### src/rtl/vram_pattern_writer.sv
// VRAM test-pattern writer: stands in for the CPU during HDMI bring-up and streams one grayscale
// pixel per accepted transfer across a full H_ACTIVE x V_ACTIVE frame starting at BASE_ADDR.
module vram_pattern_writer #(
  parameter int unsigned       ADDR_W       = 32,
  parameter int unsigned       DATA_W       = 8,
  parameter logic [ADDR_W-1:0] BASE_ADDR    = 32'h0020_0000,
  parameter int unsigned       H_ACTIVE     = 320,
  parameter int unsigned       V_ACTIVE     = 180,
  parameter int unsigned       CHECKER_LOG2 = 3
) (
  input  logic              clk_pix,
  input  logic              rst_n,
  input  logic              start,
  input  logic [2:0]        mode,
  input  logic [DATA_W-1:0] fg,
  input  logic              wr_ready,
  output logic              wr_en,
  output logic [ADDR_W-1:0] addr,
  output logic [DATA_W-1:0] data,
  output logic              busy,
  output logic              done
);

  localparam int unsigned   XW    = (H_ACTIVE > 1) ? $clog2(H_ACTIVE) : 1;
  localparam int unsigned   YW    = (V_ACTIVE > 1) ? $clog2(V_ACTIVE) : 1;
  localparam logic [XW-1:0] XLast = XW'(H_ACTIVE - 1);
  localparam logic [YW-1:0] YLast = YW'(V_ACTIVE - 1);

  localparam logic [1:0] StIdle = 2'd0;
  localparam logic [1:0] StRun  = 2'd1;
  localparam logic [1:0] StDone = 2'd2;

  logic [1:0]        state_q, state_d;
  logic [XW-1:0]     x_q, x_d;
  logic [YW-1:0]     y_q, y_d;
  logic [DATA_W-1:0] lin_q, lin_d;
  logic [2:0]        mode_q, mode_d;
  logic [DATA_W-1:0] fg_q, fg_d;
  logic [ADDR_W-1:0] addr_q, addr_d;
  logic [DATA_W-1:0] data_q, data_d;
  logic              wr_en_q, wr_en_d;
  logic              busy_q, busy_d;
  logic              done_q, done_d;

  // lin is the low DATA_W bits of y*H_ACTIVE + x, kept as a wrapping counter.
  function automatic logic [DATA_W-1:0] pattern(input logic [2:0]        m,
                                                input logic [DATA_W-1:0] f,
                                                input logic [XW-1:0]     px,
                                                input logic [YW-1:0]     py,
                                                input logic [DATA_W-1:0] lin);
    logic [XW-1:0] cx;
    logic [YW-1:0] cy;
    cx = px >> CHECKER_LOG2;
    cy = py >> CHECKER_LOG2;
    case (m)
      3'd1:    pattern = {DATA_W{1'b1}} - DATA_W'(px);
      3'd2:    pattern = DATA_W'(py);
      3'd3:    pattern = (cx[0] ^ cy[0]) ? '0 : f;
      3'd4:    pattern = lin;
      default: pattern = f;
    endcase
  endfunction

  always_comb begin
    state_d = state_q;
    x_d     = x_q;
    y_d     = y_q;
    lin_d   = lin_q;
    mode_d  = mode_q;
    fg_d    = fg_q;
    addr_d  = addr_q;
    data_d  = data_q;
    wr_en_d = wr_en_q;
    busy_d  = busy_q;
    done_d  = 1'b0;
    unique case (state_q)
      StIdle: begin
        if (start) begin
          mode_d  = mode;
          fg_d    = fg;
          x_d     = '0;
          y_d     = '0;
          lin_d   = '0;
          addr_d  = BASE_ADDR;
          data_d  = pattern(mode, fg, '0, '0, '0);
          wr_en_d = 1'b1;
          busy_d  = 1'b1;
          state_d = StRun;
        end
      end
      StRun: begin
        if (wr_ready) begin
          if (x_q == XLast && y_q == YLast) begin
            // addr/data keep the last pixel through DONE and IDLE
            wr_en_d = 1'b0;
            busy_d  = 1'b0;
            done_d  = 1'b1;
            state_d = StDone;
          end else begin
            if (x_q == XLast) begin
              x_d = '0;
              y_d = y_q + 1'b1;
            end else begin
              x_d = x_q + 1'b1;
            end
            lin_d  = lin_q + 1'b1;
            addr_d = addr_q + 1'b1;
            data_d = pattern(mode_q, fg_q, x_d, y_d, lin_d);
          end
        end
      end
      StDone: begin
        state_d = StIdle;
      end
      default: begin
        state_d = StIdle;
        wr_en_d = 1'b0;
        busy_d  = 1'b0;
      end
    endcase
  end

  always_ff @(posedge clk_pix or negedge rst_n) begin
    if (!rst_n) begin
      state_q <= StIdle;
      x_q     <= '0;
      y_q     <= '0;
      lin_q   <= '0;
      mode_q  <= '0;
      fg_q    <= '0;
      addr_q  <= BASE_ADDR;
      data_q  <= '0;
      wr_en_q <= 1'b0;
      busy_q  <= 1'b0;
      done_q  <= 1'b0;
    end else begin
      state_q <= state_d;
      x_q     <= x_d;
      y_q     <= y_d;
      lin_q   <= lin_d;
      mode_q  <= mode_d;
      fg_q    <= fg_d;
      addr_q  <= addr_d;
      data_q  <= data_d;
      wr_en_q <= wr_en_d;
      busy_q  <= busy_d;
      done_q  <= done_d;
    end
  end

  assign wr_en = wr_en_q;
  assign addr  = addr_q;
  assign data  = data_q;
  assign busy  = busy_q;
  assign done  = done_q;

endmodule

### config.mk
export PLATFORM = sky130hd
export DESIGN_NAME = vram_pattern_writer
export DESIGN_NICKNAME = d
export VERILOG_FILES = /design/src/rtl/vram_pattern_writer.sv
export SDC_FILE = /design/constraint.sdc
export NUM_CORES = 1
export LEC_CHECK = 0
export CAP_MARGIN = 20
export CORE_ASPECT_RATIO = 1.1
export CORE_MARGIN = 5
export CORE_UTILIZATION = 48
export DETAILED_ROUTE_END_ITERATION = 6
export PLACE_DENSITY = 0.68
export SETUP_SLACK_MARGIN = 0.5
export SYNTH_ARGS = -nofsm -noshare
export SYNTH_HDL_FRONTEND = slang
export SYNTH_SLANG_ARGS = --single-unit
### constraint.sdc
create_clock -name clk_pix -period 2.38 [get_ports clk_pix]
set_input_delay 0.476 -clock clk_pix [delete_from_list [all_inputs] [get_ports clk_pix]]
set_output_delay 0.476 -clock clk_pix [all_outputs]
set_load 0.05 [all_outputs]
# After elaboration in Yosys (flattened, before gate mapping)

Index checks and enable logic that the tools add are counted.

Word-level logic and storage cells: 81
Bits of input ports: 15
Output and inout port bits: 43
Bits in registers: 80

Bitwise logic cells: 2
Add/subtract/negate cells: 5
Reduce and logical (&&, ||, !) cells: 8
Equal/unequal tests: 15
Multiplexer cells: 41

Operators by type and width:

| cell                    | count |
|---|---|
| $mux W8                 | 13 |
| $mux W32                | 3 |
| $pmux W32 S2            | 1 |
| $pmux W8 S2             | 4 |
| $mux W9                 | 7 |
| $add A32 B1 Y32 const B | 1 |
| $pmux W8 S4             | 1 |
| $pmux W9 S2             | 1 |
| $add A8 B1 Y8 const B   | 2 |
| $add A9 B1 Y9 const B   | 1 |
| $eq A3 B2 Y1 const B    | 3 |
| $eq A9 B9 Y1 const B    | 1 |
| $eq A8 B8 Y1 const B    | 1 |
| $ne A2 B2 Y1 const B    | 4 |
| $reduce_and A4 Y1       | 2 |
| $sub A8 B8 Y8 const A   | 1 |
| $eq A3 B1 Y1 const B    | 2 |
| $eq A3 B3 Y1 const B    | 2 |
| $mux W1                 | 6 |
| $mux W2                 | 3 |
| $pmux W2 S2             | 1 |
| $pmux W1 S3             | 1 |
| $reduce_and A3 Y1       | 1 |
| $eq A2 B1 Y1 const B    | 1 |
| 8 further kinds         | 8 |

# Depth between registers and ports, before layout

Gate-level depths: netlist of the first run.

Depth after elaboration: 11
Depth in mapped cells: 8
Depth with buffers taken out: 6

# Least setup slack after synthesis of the first run

OpenSTA, ideal clock, no wires.

Path type: register -> register
Start point: register addr_q[7], in the netlist addr[7]
End point: register addr_q[20], in the netlist addr[20]
Buffers on the path: 2
Required time: 2.302 ns
Slack: -0.070 ns
Arrival time: 2.372 ns
Stages on the path, launching flop included: 8
Cell sequence: dfrtp_1 -> buf_2 -> nand4_1 -> nor4_4 -> nand3_2 -> clkbuf_1 -> or3_1 -> a21oi_1

Cells in the longest elaborated chain, start to end: 4

RTL lines:

| what                   | RTL line | RTL |
|---|---|---|
| from (decl)            | 39       | `logic [ADDR_W-1:0] addr_q, addr_d;` |
| from (signal assigned) | 143      | `addr_q <= addr_d;` |
| $add A32 B1 Y32        | 107      | `addr_d = addr_q + 1'b1;` |
| $mux W32               | 93       | `if (x_q == XLast && y_q == YLast) begin` |
| $mux W32               | 92       | `if (wr_ready) begin` |
| $pmux W32 S2           | 76       | `unique case (state_q)` |

No other way between the ends. The select of a mux whose other input is x is not followed.
A chain may end at the register's enable or synchronous reset.

# Worst setup path in the final report of the first run

Start point: register y_q[0]
End point: register data_q[3], in the netlist data[3]

Cells in the longest elaborated chain, start to end: 11
Elaborated cells on any way between the ends: 15

RTL lines:

| what                   | RTL line | RTL |
|---|---|---|
| from (decl)            | 35       | `logic [YW-1:0] y_q, y_d;` |
| from (signal assigned) | 139      | `y_q <= y_d;` |
| $add A8 B1 Y8          | 102      | `y_d = y_q + 1'b1;` |
| $mux W8                | 100      | `if (x_q == XLast) begin` |
| $mux W8                | 93       |  |
| $mux W8                | 92       |  |
| $mux W8                | 76       |  |
| $xor A1 B1 Y1          | 58       | `3'd3: pattern = (cx[0] ^ cy[0]) ? '0 : f;` |
| $mux W8                | 58       |  |
| $pmux W8 S4            | 55       | `case (m)` |
| $mux W8                | 93       |  |
| $mux W8                | 92       |  |
| $pmux W8 S2            | 76       |  |
| to (signal assigned)   | 144      | `data_q <= data_d;` |
| to (decl)              | 40       | `logic [DATA_W-1:0] data_q, data_d;` |

Several ways; a longest one is shown, not always the timed one. The select of a mux whose other input is x is not followed.

==> parameters.txt, run 1 <==
Parameter                              Value

Critical path
  Worst r2r path cells    6
  Slowest-stage cell, CP    sky130_fd_sc_hd__a2111oi_2
  Reg2reg end    data[3]
  Ordered list of cells on the worst path    ha_4 -> nor4b_4 -> and3_4 -> a311o_2 -> a2111oi_2 -> a31oi_1
  Crit path arrival time    2400 ps
  Class of the most critical setup path    register to register
  CP max FO    4
  Crit end category    register
  Delay of the slowest cell on the worst path    510 ps
  Minimum setup slack among reg-to-reg paths    200 ps
  Worst endpoint required time    2600 ps
  Sort of element at the start of the critical path    register
  Critical register-to-register path startpoint    y_q[0]

Cells and area
  Storage element area    2030 sq um
  Leading cell types in the layout, fill and taps excluded    sky130_fd_sc_hd__buf_4, sky130_fd_sc_hd__nand2_1, sky130_fd_sc_hd__dfrtp_1, sky130_fd_sc_hd__nor2_1, sky130_fd_sc_hd__dlygate4sd2_1
  Number of fill cells    613
  Final design area excluding fillers    just over 7000 sq um
  Proportion of layout cells with a drive suffix above 1    approximately 36%
  Area growth from synthesis to layout    53.9%
  N_diodes    0
  Commonest non-fill, non-tap cell in the layout    sky130_fd_sc_hd__buf_4
  Final Net Count    709
  Area used by multi-input combinational logic    slightly above 3000 sq um

Logic synthesis
  Synthesized netlist net count    552
  Cell count after synthesis    533
  Number of enable-type register cells in the synthesized netlist    0
  Post-synthesis instance area    about 4600 sq um
  Number of distinct library cells after synthesis    63
  Post-synth ARST share    100%
  Total of warnings raised by yosys    0
  Yosys reg bits    80
  Per-instance average area after synthesis    8.66 sq um
  Predominant post-synthesis flop cell    sky130_fd_sc_hd__dfrtp_1
  Sequential-to-total area share from yosys stat    43.4%

STA
  Setup slack after layout    199 ps
  Setup clock skew after layout    14.1 ps
  Time the final worst path needs with I/O delays and setup    2180 ps
  Number of pins with negative max-slew slack in the final report    0
  Tightest Pin Transition    781 ps
  Sum Neg Setup Slack    0 ps
  Slew margin rel.    47.9%
  Hold_ws    108 ps
  Final setup violation count    0
  Final Hold Violating Endpoints    0
  Unrepaired setup endpoints after global routing    true
  Post-route clock period utilization    91.6%
  Maximum operating frequency    0.458 GHz

Die
  Die width    about 100 um
  Io pins    58
  Row Count    37
  Starting density of the core    49.1%
  DIE HEIGHT    113 um
  Area enclosed by the die boundary    11700 sq um
  Core Box Area    ~9400 sq um

Global route
  Total congestion overflow    0
  Initial antenna violation count    0
  Global-route wire length before repair    around 24000 um
  Largest net degree at the start of global routing    44
  Vias in the first global route    4757
  All-Layer GR Usage    25.0%

Place
  Post-placement setup slack    -258 ps
  Placed wire-length estimate    9460 um
  Final RePlAce weighted congestion    0.887
  Count of input and output buffers    57
  Dpl cell area    roughly 5700 sq um

Clock network
  Cts-stage hold buffer count    0
  H-tree levels    3
  Number of clock sinks seen by CTS    80
  TritonCTS clock tree    yes
  Cell at the root of the clock tree    sky130_fd_sc_hd__clkbuf_8
  Number of buffers added by the clock tree synthesis step    9
  Clock latency reported for the late side of the worst-skew pair    360 ps
  Clock-pin slew on the worst setup and hold paths    approximately 90 ps
  Clock Tree Buf Depth    2

Routing
  Number of iterations in the first detailed-routing pass    6
  Number of remaining DRC errors    0
  Iteration-0 DRC count of the detailed router    approximately 410
  Average wire per standard cell    19.8 um
  Via/cell ratio    6.26
  Via Count    between 5k and 6k
  Final antenna-violating net count    0
  Total wire length    16100 um

Power and ir drop
  Total power divided by cell area    572 nW/um^2
  Worst ir drop on vdd    about 0.00035 V
  P_leak    3.15 nW
  Overall power    around 4.1 mW

Run status
  Result of the run    completed

Flow run
  Max Cap Violations    0

Hold path
  Type of the worst min-delay path    input port to async pin
## per-layer routing
metal | part of all wire [%] | up-vias | global-route usage (%)
li1 | - | 2281 | -
met3 | 6.2 | 66 | 4.34
met5 | 0 | - | 0
met2 | 50 | 220 | 43.0
met1 | 40 | 2513 | 31.1
met4 | 4.6 | 0 | 10.3
## report_power, final
group	switching, mW	total [mW]	internal, mW
registers	0.173	1.67	1.50
logic	0.733	1.25	0.519
clock network	0.541	1.14	0.595
total	1.45	4.06	2.61
## cell usage after synthesis (all sizes together), types with 6 or more instances
cell	instances	share of area, %
a21oi	28	3.0
a221oi	6	1.1
a311oi	6	1.3
a31oi	12	1.8
a41o	7	1.5
and2	8	1.1
buf	10	1.1
clkbuf	18	1.5
dfrtp	79	43
inv	13	1.1
nand2	82	6.7
nand2b	8	1.1
nand3	22	2.5
nand4	9	1.2
nor2	43	3.5
nor3	7	0.76
o21ai	56	6.1
o31ai	16	2.6
or3	7	0.95
or4	7	1.1
xnor2	9	1.7
xor2	11	2.1
## worst max-delay path by stage
stage / slack [ps] / end / from / cells after the start
after CTS: 260 / x_q[8] / x_q[1] / 11
after global routing: 120 / data[3] / state_q[0] / 5
after detailed placement: -260 / addr[13] / start / 7
after global placement: -200 / addr[13] / start / 7
after floorplan: 240 / addr[27] / addr[7] / 6
final: 200 / data[3] / y_q[0] / 6
## stage by stage
stage,std cells,utilization (%)
final,812,75.6
after global routing,812,75.6
after CTS,791,71.1
after detailed placement,729,61.1
after global placement,729,61.1
after floorplan,533,-
## state kept, by name, indices dropped and copies added (netlist names)
name / count
mode_q: 3
fg_q: 8
data: 8
x_q: 9
done: 1
y_q: 8
addr: 32
busy: 1
lin_q: 8
state_q: 2
## worst max-delay path: cells and delay by family (launching register included)
kind | cells | cell delay, ps
AOI/OAI and AO/OA | 3 | 1120
DFF | 1 | 430
and+or+nand+nor | 2 | 330
adders and majority gates | 1 | 170
## cells by family (layout without fill, tap and decap cells)
kind of cell / count (synthesis) / count (layout) / share of synthesized area, %
AOI/OAI and AO/OA: 160 / 160 / 22.6
xor gates and xnor gates: 20 / 20 / 3.79
adders and majority gates: 4 / 4 / 1.08
buffers and inverters: 41 / 202 / 3.60
DFF: 80 / 80 / 43.4
muxes: 7 / 7 / 1.57
and+or+nand+nor: 221 / 222 / 24.0
## timing repair
| action | CTS | global route |
|---|---|---|
| endpoints found under the setup margin | 108 | 72 |
| gates resized for setup | 125 | 67 |
| buffers inserted | 40 | 20 |
| pin swaps | 29 | 39 |
| gates cloned | 6 | 1 |
## area by class of cell
type / instances / area share (%)
sequential: 80 / 28.5
clock inverter: 5 / 1.14
timing repair buffer: 173 / 23.0
tap: 117 / 2.06
clock buffer: 11 / 1.85
inverter: 13 / 0.687
multi-input combinational: 413 / 42.8
(Power assumes the default switching activity.)
==> run 2: changes to the inputs <==
--- a/config.mk
+++ b/config.mk
@@ -11,6 +11,7 @@
 export CORE_UTILIZATION = 48
 export DETAILED_ROUTE_END_ITERATION = 6
 export PLACE_DENSITY = 0.68
+export REMOVE_ABC_BUFFERS = 1
 export SETUP_SLACK_MARGIN = 0.5
 export SYNTH_ARGS = -nofsm -noshare
 export SYNTH_HDL_FRONTEND = slang
==> parameters.txt, run 2 (synthesis gave the netlist of run 1 again) <==
Parameter                              Value

Cells and area
  Number of fill cells    587 (-4.2%)
  Final Net Count    708 (-0.14%)
  Post-layout utilization of the core    77.1% (+1.5 points)
  Commonest non-fill, non-tap cell in the layout    sky130_fd_sc_hd__buf_4
  Final design area excluding fillers    7250 sq um (+2.0%)
  N_diodes    0 (unchanged)
  Largest register FFs    32 (unchanged)
  Area growth from synthesis to layout    56.9%
  Proportion of layout cells with a drive suffix above 1    36.7% (+0.34 points)
  Leading cell types in the layout, fill and taps excluded    sky130_fd_sc_hd__buf_4, sky130_fd_sc_hd__nand2_1, sky130_fd_sc_hd__dfrtp_1, sky130_fd_sc_hd__nor2_1, sky130_fd_sc_hd__dlygate4sd2_1

Global route
  Initial antenna violation count    0 (unchanged)
  Global-route wire length before repair    26200 um (+8.5%)
  Vias in the first global route    5137 (+8.0%)
  All-Layer GR Usage    27.6% (+2.6 points)
  Total congestion overflow    0 (unchanged)
  Largest net degree at the start of global routing    48 (+9.1%)

STA
  Time the final worst path needs with I/O delays and setup    2260 ps (+80.8 ps)
  Maximum operating frequency    0.442 GHz (-3.6%)
  Final Hold Violating Endpoints    0 (unchanged)
  Final setup violation count    0 (unchanged)
  Slew margin rel.    46.8% (-1.1 points)
  Post-route clock period utilization    95.0% (+3.4 points)
  Unrepaired setup endpoints after global routing    true
  Number of pins with negative max-slew slack in the final report    0 (unchanged)
  Tightest Pin Transition    798 ps (+16.8 ps)
  Setup clock skew after layout    10.8 ps (-3.38 ps)

Routing
  Via/cell ratio    6.40 (+2.2%)
  Average wire per standard cell    20.9 um (+5.5%)
  Total wire length    17000 um (+5.4%)
  Final antenna-violating net count    0 (unchanged)
  Iteration-0 DRC count of the detailed router    358 (-12%)
  Number of remaining DRC errors    0 (unchanged)
  Via Count    5187 (+2.1%)
  Number of iterations in the first detailed-routing pass    5 (-1)

Critical path
  Critical register-to-register path startpoint    x_q[0]
  Worst endpoint required time    2620 ps (+20 ps)
  Slowest-stage cell, CP    sky130_fd_sc_hd__dfrtp_1
  Crit end category    register
  Crit path arrival time    2500 ps (+100 ps)
  Delay-heaviest family, CP    compound AO/OA/AOI/OAI gates
  Minimum setup slack among reg-to-reg paths    120 ps (-80 ps)
  Reg2reg end    addr[25]
  Worst r2r path cells    10 (+4)
  Sort of element at the start of the critical path    register
  Class of the most critical setup path    register to register
  Worst Path Buf+Inv    4 (+4)
  CP max FO    7 (+3)
  Delay of the slowest cell on the worst path    420 ps (-90 ps)
  Ordered list of cells on the worst path    ha_4 -> nand4b_1 -> buf_4 -> nor2_4 -> buf_6 -> buf_6 -> a31o_4 -> buf_4 -> o31ai_1 -> a21oi_2

Die
  Die width    104 um (unchanged)
  Starting density of the core    49.1% (unchanged)
  DIE HEIGHT    113 um (unchanged)
  Row Count    37 (unchanged)
  Io pins    58 (unchanged)
  Core Box Area    9400 sq um (unchanged)
  Area enclosed by the die boundary    11700 sq um (unchanged)

Place
  Count of input and output buffers    57 (unchanged)
  Final RePlAce weighted congestion    0.864 (-2.6%)
  Dpl cell area    5700 sq um (-0.76%)
  Placed wire-length estimate    9490 um (+0.30%)

Clock network
  Cell at the root of the clock tree    sky130_fd_sc_hd__clkbuf_8
  Number of clock sinks seen by CTS    80 (unchanged)
  Clock Tree Buf Depth    2 (unchanged)
  TritonCTS clock tree    yes
  Clock latency reported for the late side of the worst-skew pair    370 ps (about the same)
  H-tree levels    3 (unchanged)
  Clock-pin slew on the worst setup and hold paths    80 ps (about the same)
  Number of buffers added by the clock tree synthesis step    9 (unchanged)

Power and ir drop
  Worst ir drop on vdd    0.000466 V (+34%)
  Total power divided by cell area    606 nW/um^2 (+6.1%)
  P_leak    3.22 nW (+2.5%)

Run status
  Result of the run    completed

Flow run
  Max Cap Violations    0 (unchanged)

Hold path
  Type of the worst min-delay path    input port to async pin
run 2: cell count changes in the layout (fill, tap and decap cells not counted), moves of 3 or more:
cell	previous run	this run
sky130_fd_sc_hd__a31oi_1	6	9
sky130_fd_sc_hd__dlygate4sd2_1	39	35
sky130_fd_sc_hd__clkdlybuf4s15_2	1	4
sky130_fd_sc_hd__dfrtp_2	19	7
sky130_fd_sc_hd__o31ai_1	14	10
sky130_fd_sc_hd__o21ai_0	10	17
sky130_fd_sc_hd__o21ai_2	18	22
sky130_fd_sc_hd__bufinv_16	2	5
sky130_fd_sc_hd__dfrtp_1	60	72
sky130_fd_sc_hd__o21ai_1	28	17
sky130_fd_sc_hd__buf_4	79	75
run 2: worst register-to-register path: stages, from the launching register on:
cell and delay, ps:
sky130_fd_sc_hd__dfrtp_1 420, sky130_fd_sc_hd__ha_4 190, sky130_fd_sc_hd__nand4b_1 140, sky130_fd_sc_hd__buf_4 160, sky130_fd_sc_hd__nor2_4 60, sky130_fd_sc_hd__buf_6 150
sky130_fd_sc_hd__buf_6 120, sky130_fd_sc_hd__a31o_4 250, sky130_fd_sc_hd__buf_4 150, sky130_fd_sc_hd__o31ai_1 380, sky130_fd_sc_hd__a21oi_2 120
run 2: worst max-delay path by stage:
stage | endpoint | from | depth (start not counted)
finish | addr[25] | x_q[0] | 10
global route | addr[25] | x_q[0] | 10
CTS | addr[31] | x_q[0] | 9
floorplan | y_q[1] | x_q[0] | 6
detailed placement | data[3] | start | 7
global placement | data[3] | start | 7
run 2: stage by stage:
stage	setup slack, ps	cells	power, mW	hold slack (ps)	TNS, ps
final	118	811	4.39	54.7	0
after global routing	88.9	811	4.56	86.8	0
after CTS	266	799	4.25	64.3	0
after detailed placement	-307	738	2.61	460	-3780
after global placement	-269	738	2.57	452	-2350
after floorplan	-815	505	2.19	180	-12210
run 2: layout make-up:
| class | instances | area (sq um) | share of cell area (%) |
|---|---|---|---|
| Clock buffer | 11 | 151 | 2.09 |
| Clock inverter | 5 | 150 | 2.07 |
| Inverter | 13 | 48.8 | 0.673 |
| Multi-Input combinational cell | 414 | 3080 | 42.5 |
| Sequential cell | 80 | 2010 | 27.8 |
| Tap cell | 117 | 146 | 2.02 |
| Timing Repair Buffer | 171 | 1660 | 22.9 |
run 2: report_power, final:
part	total, mW	internal (mW)	switching [mW]	leakage (nW)
sequential	1.71	1.50	0.209	1.04
combinational	1.19	0.492	0.694	2.04
clock	1.50	0.967	0.535	0.150
total	4.39	2.95	1.44	3.22
run 2: timing repair:
item	CTS	global route
pin swaps	57	29
endpoints found under the setup margin	108	76
setup buffers	36	12
cloned	9	0
hold buffers	0	0
resized for setup	201	68
run 2: layer usage:
| metal | up-vias | wire [um] | track usage [%] |
|---|---|---|---|
| li1 | 2288 | - | - |
| met5 | - | 0 | 0 |
| met2 | 252 | 8760 | 47.7 |
| met3 | 65 | 1070 | 4.56 |
| met4 | 0 | 701 | 15.4 |
| met1 | 2582 | 6440 | 32.6 |
==> run 3: changes to the inputs <==
--- a/config.mk
+++ b/config.mk
@@ -9,6 +9,8 @@
 export CORE_ASPECT_RATIO = 1.1
 export CORE_MARGIN = 5
 export CORE_UTILIZATION = 48
+export CTS_BUF_LIST = sky130_fd_sc_hd__clkbuf_2
+export CTS_CLUSTER_SIZE = 24
 export DETAILED_ROUTE_END_ITERATION = 6
 export PLACE_DENSITY = 0.68
 export REMOVE_ABC_BUFFERS = 1
==> parameters.txt, run 3 (synthesis gave the netlist of run 1 again) <==
Parameter                              Value

Run status
  Result of the run    completed

Hold path
  Type of the worst min-delay path    input port to async pin

Cells and area
  Leading cell types in the layout, fill and taps excluded    sky130_fd_sc_hd__nand2_1, sky130_fd_sc_hd__buf_4, sky130_fd_sc_hd__dfrtp_1, sky130_fd_sc_hd__nor2_1, sky130_fd_sc_hd__o21ai_0
  Post-route non-filler standard cell count    802 (-1.1%)
  Proportion of layout cells with a drive suffix above 1    35.6% (-1.1 points)
  N_diodes    0 (unchanged)
  Final Net Count    699 (-1.3%)
  Largest register FFs    32 (unchanged)
  Area growth from synthesis to layout    44.7%
  Commonest non-fill, non-tap cell in the layout    sky130_fd_sc_hd__nand2_1

STA
  Number of pins with negative max-slew slack in the final report    0 (unchanged)
  Unrepaired setup endpoints after global routing    true
  Setup clock skew after layout    43.5 ps (+32.7 ps)
  Maximum operating frequency    0.480 GHz (+8.6%)
  Final setup violation count    0 (unchanged)
  Time the final worst path needs with I/O delays and setup    2080 ps (-179 ps)
  Setup slack after layout    297 ps (+179 ps)
  Sum Neg Setup Slack    0 ps (unchanged)
  Final Hold Violating Endpoints    0 (unchanged)
  Tightest Pin Transition    818 ps (+19.7 ps)
  Slew margin rel.    45.5% (-1.3 points)
  Post-route clock period utilization    87.5% (-7.5 points)

Power and ir drop
  Internal    2.57 mW (-13%)
  Part of the total power dissipated in sequential elements    43.2% (+4.4 points)
  Overall power    3.90 mW (-11%)
  Logic pwr share    26.8% (-0.2 points)
  Worst ir drop on vdd    0.000471 V (+1.2%)
  Part of the power in the clock network    30.0% (-4.2 points)
  P_leak    3.00 nW (-7.0%)
  Total power divided by cell area    584 nW/um^2 (-3.7%)
  Switching Share    34.2% (+1.5 points)
  Switching component of the power    1.34 mW (-7.1%)

Clock network
  Number of buffers added by the clock tree synthesis step    9 (unchanged)
  H-tree levels    3 (unchanged)
  TritonCTS clock tree    yes
  Number of clock sinks seen by CTS    80 (unchanged)
  Cell at the root of the clock tree    sky130_fd_sc_hd__clkbuf_2
  Clock latency reported for the late side of the worst-skew pair    590 ps (+220 ps)
  Clock-pin slew on the worst setup and hold paths    250 ps (+170 ps)
  Clock Tree Buf Depth    2 (unchanged)

Global route
  Largest net degree at the start of global routing    48 (unchanged)
  All-Layer GR Usage    25.1% (-2.5 points)
  Initial antenna violation count    0 (unchanged)
  Vias in the first global route    4805 (-6.5%)
  Total congestion overflow    0 (unchanged)
  Global-route wire length before repair    24100 um (-8.3%)

Critical path
  Delay-heaviest family, CP    simple AND/OR/NAND/NOR gates
  Worst r2r path cells    7 (-3)
  Critical register-to-register path startpoint    y_q[0]
  Ordered list of cells on the worst path    ha_2 -> nor4b_4 -> and3_4 -> a311o_2 -> buf_6 -> or3_1 -> a21oi_2
  Delay of the slowest cell on the worst path    440 ps (+20 ps)
  Worst endpoint required time    2890 ps (+270 ps)
  Class of the most critical setup path    register to register
  Slowest-stage cell, CP    sky130_fd_sc_hd__dfrtp_1
  CP max FO    6 (-1)
  Sort of element at the start of the critical path    register
  Worst Path Buf+Inv    1 (-3)
  Crit path arrival time    2590 ps (+90 ps)
  Reg2reg end    addr[2]
  Minimum setup slack among reg-to-reg paths    300 ps (+180 ps)
  Crit end category    register

Routing
  Via Count    4941 (-4.7%)
  Iteration-0 DRC count of the detailed router    295 (-18%)
  Via/cell ratio    6.16 (-3.7%)
  Number of remaining DRC errors    0 (unchanged)
  Final antenna-violating net count    0 (unchanged)
  Average wire per standard cell    19.4 um (-7.3%)
  Total wire length    15500 um (-8.4%)
  Number of iterations in the first detailed-routing pass    6 (+1)

Place
  Post-placement setup slack    -307 ps (unchanged)
  Final RePlAce weighted congestion    0.864 (unchanged)
  Instance count after placement with tap cells included    738 (unchanged)
  Count of input and output buffers    57 (unchanged)
  Placed wire-length estimate    9490 um (unchanged)

Flow run
  Max Cap Violations    0 (unchanged)

Die
  Area enclosed by the die boundary    11700 sq um (unchanged)
  DIE HEIGHT    113 um (unchanged)
  Core Box Area    9400 sq um (unchanged)
  Starting density of the core    49.1% (unchanged)
  Die width    104 um (unchanged)
  Io pins    58 (unchanged)
  Row Count    37 (unchanged)
## run 3: power by group through the flow
stage	combinational, mW	sequential [mW]	clock (mW)
floorplan	0.333	1.86	0
global placement	0.890	1.68	0
detailed placement	0.914	1.69	0
CTS	0.967	1.67	1.17
global route	1.13	1.71	1.24
finish	1.05	1.69	1.17
## run 3: metrics by stage
stage,utilization (%),hold WS [ps],instance area (sq um)
floorplan,-,180,4500
global placement,60.7,452,5700
detailed placement,60.7,460,5700
CTS,67.7,364,6360
global route,71.1,382,6680
finish,71.1,347,6680
## run 3: area by class of cell
type / count / area (sq um)
Tap cell: 117 / 146
Sequential cell: 80 / 2020
Timing Repair Buffer: 163 / 1410
Multi-Input combinational cell: 413 / 2860
Fill cell: 681 / 2720
Clock inverter: 7 / 158
Clock buffer: 9 / 45.0
Inverter: 13 / 48.8
## run 3: what timing repair did
| action | CTS | global route |
|---|---|---|
| gates resized for setup | 268 | 99 |
| hold buffers | 1 | 0 |
| pin swaps | 46 | 14 |
| gates cloned | 3 | 2 |
| hold endpoints to repair | 33 | 0 |
| buffers inserted | 22 | 20 |
| endpoints found under the setup margin | 108 | 95 |
## run 3: worst max-delay path by stage
stage	from	end	slack, ps	depth (start not counted)
2_1_floorplan	x_q[0]	y_q[1]	-820	6
3_3_place_gp	start	data[3]	-270	7
3_5_place_dp	start	data[3]	-310	7
4_1_cts	y_q[0]	data[7]	330	8
5_1_grt	x_q[1]	addr[2]	220	8
6_report	y_q[0]	addr[2]	300	7
## run 3: layer usage
metal | part of all wire (%) | GRT usage (%)
met2 | 51 | 42.9
met4 | 4.3 | 12.5
met3 | 5.7 | 4.73
met5 | 0 | 0
met1 | 40 | 30.2
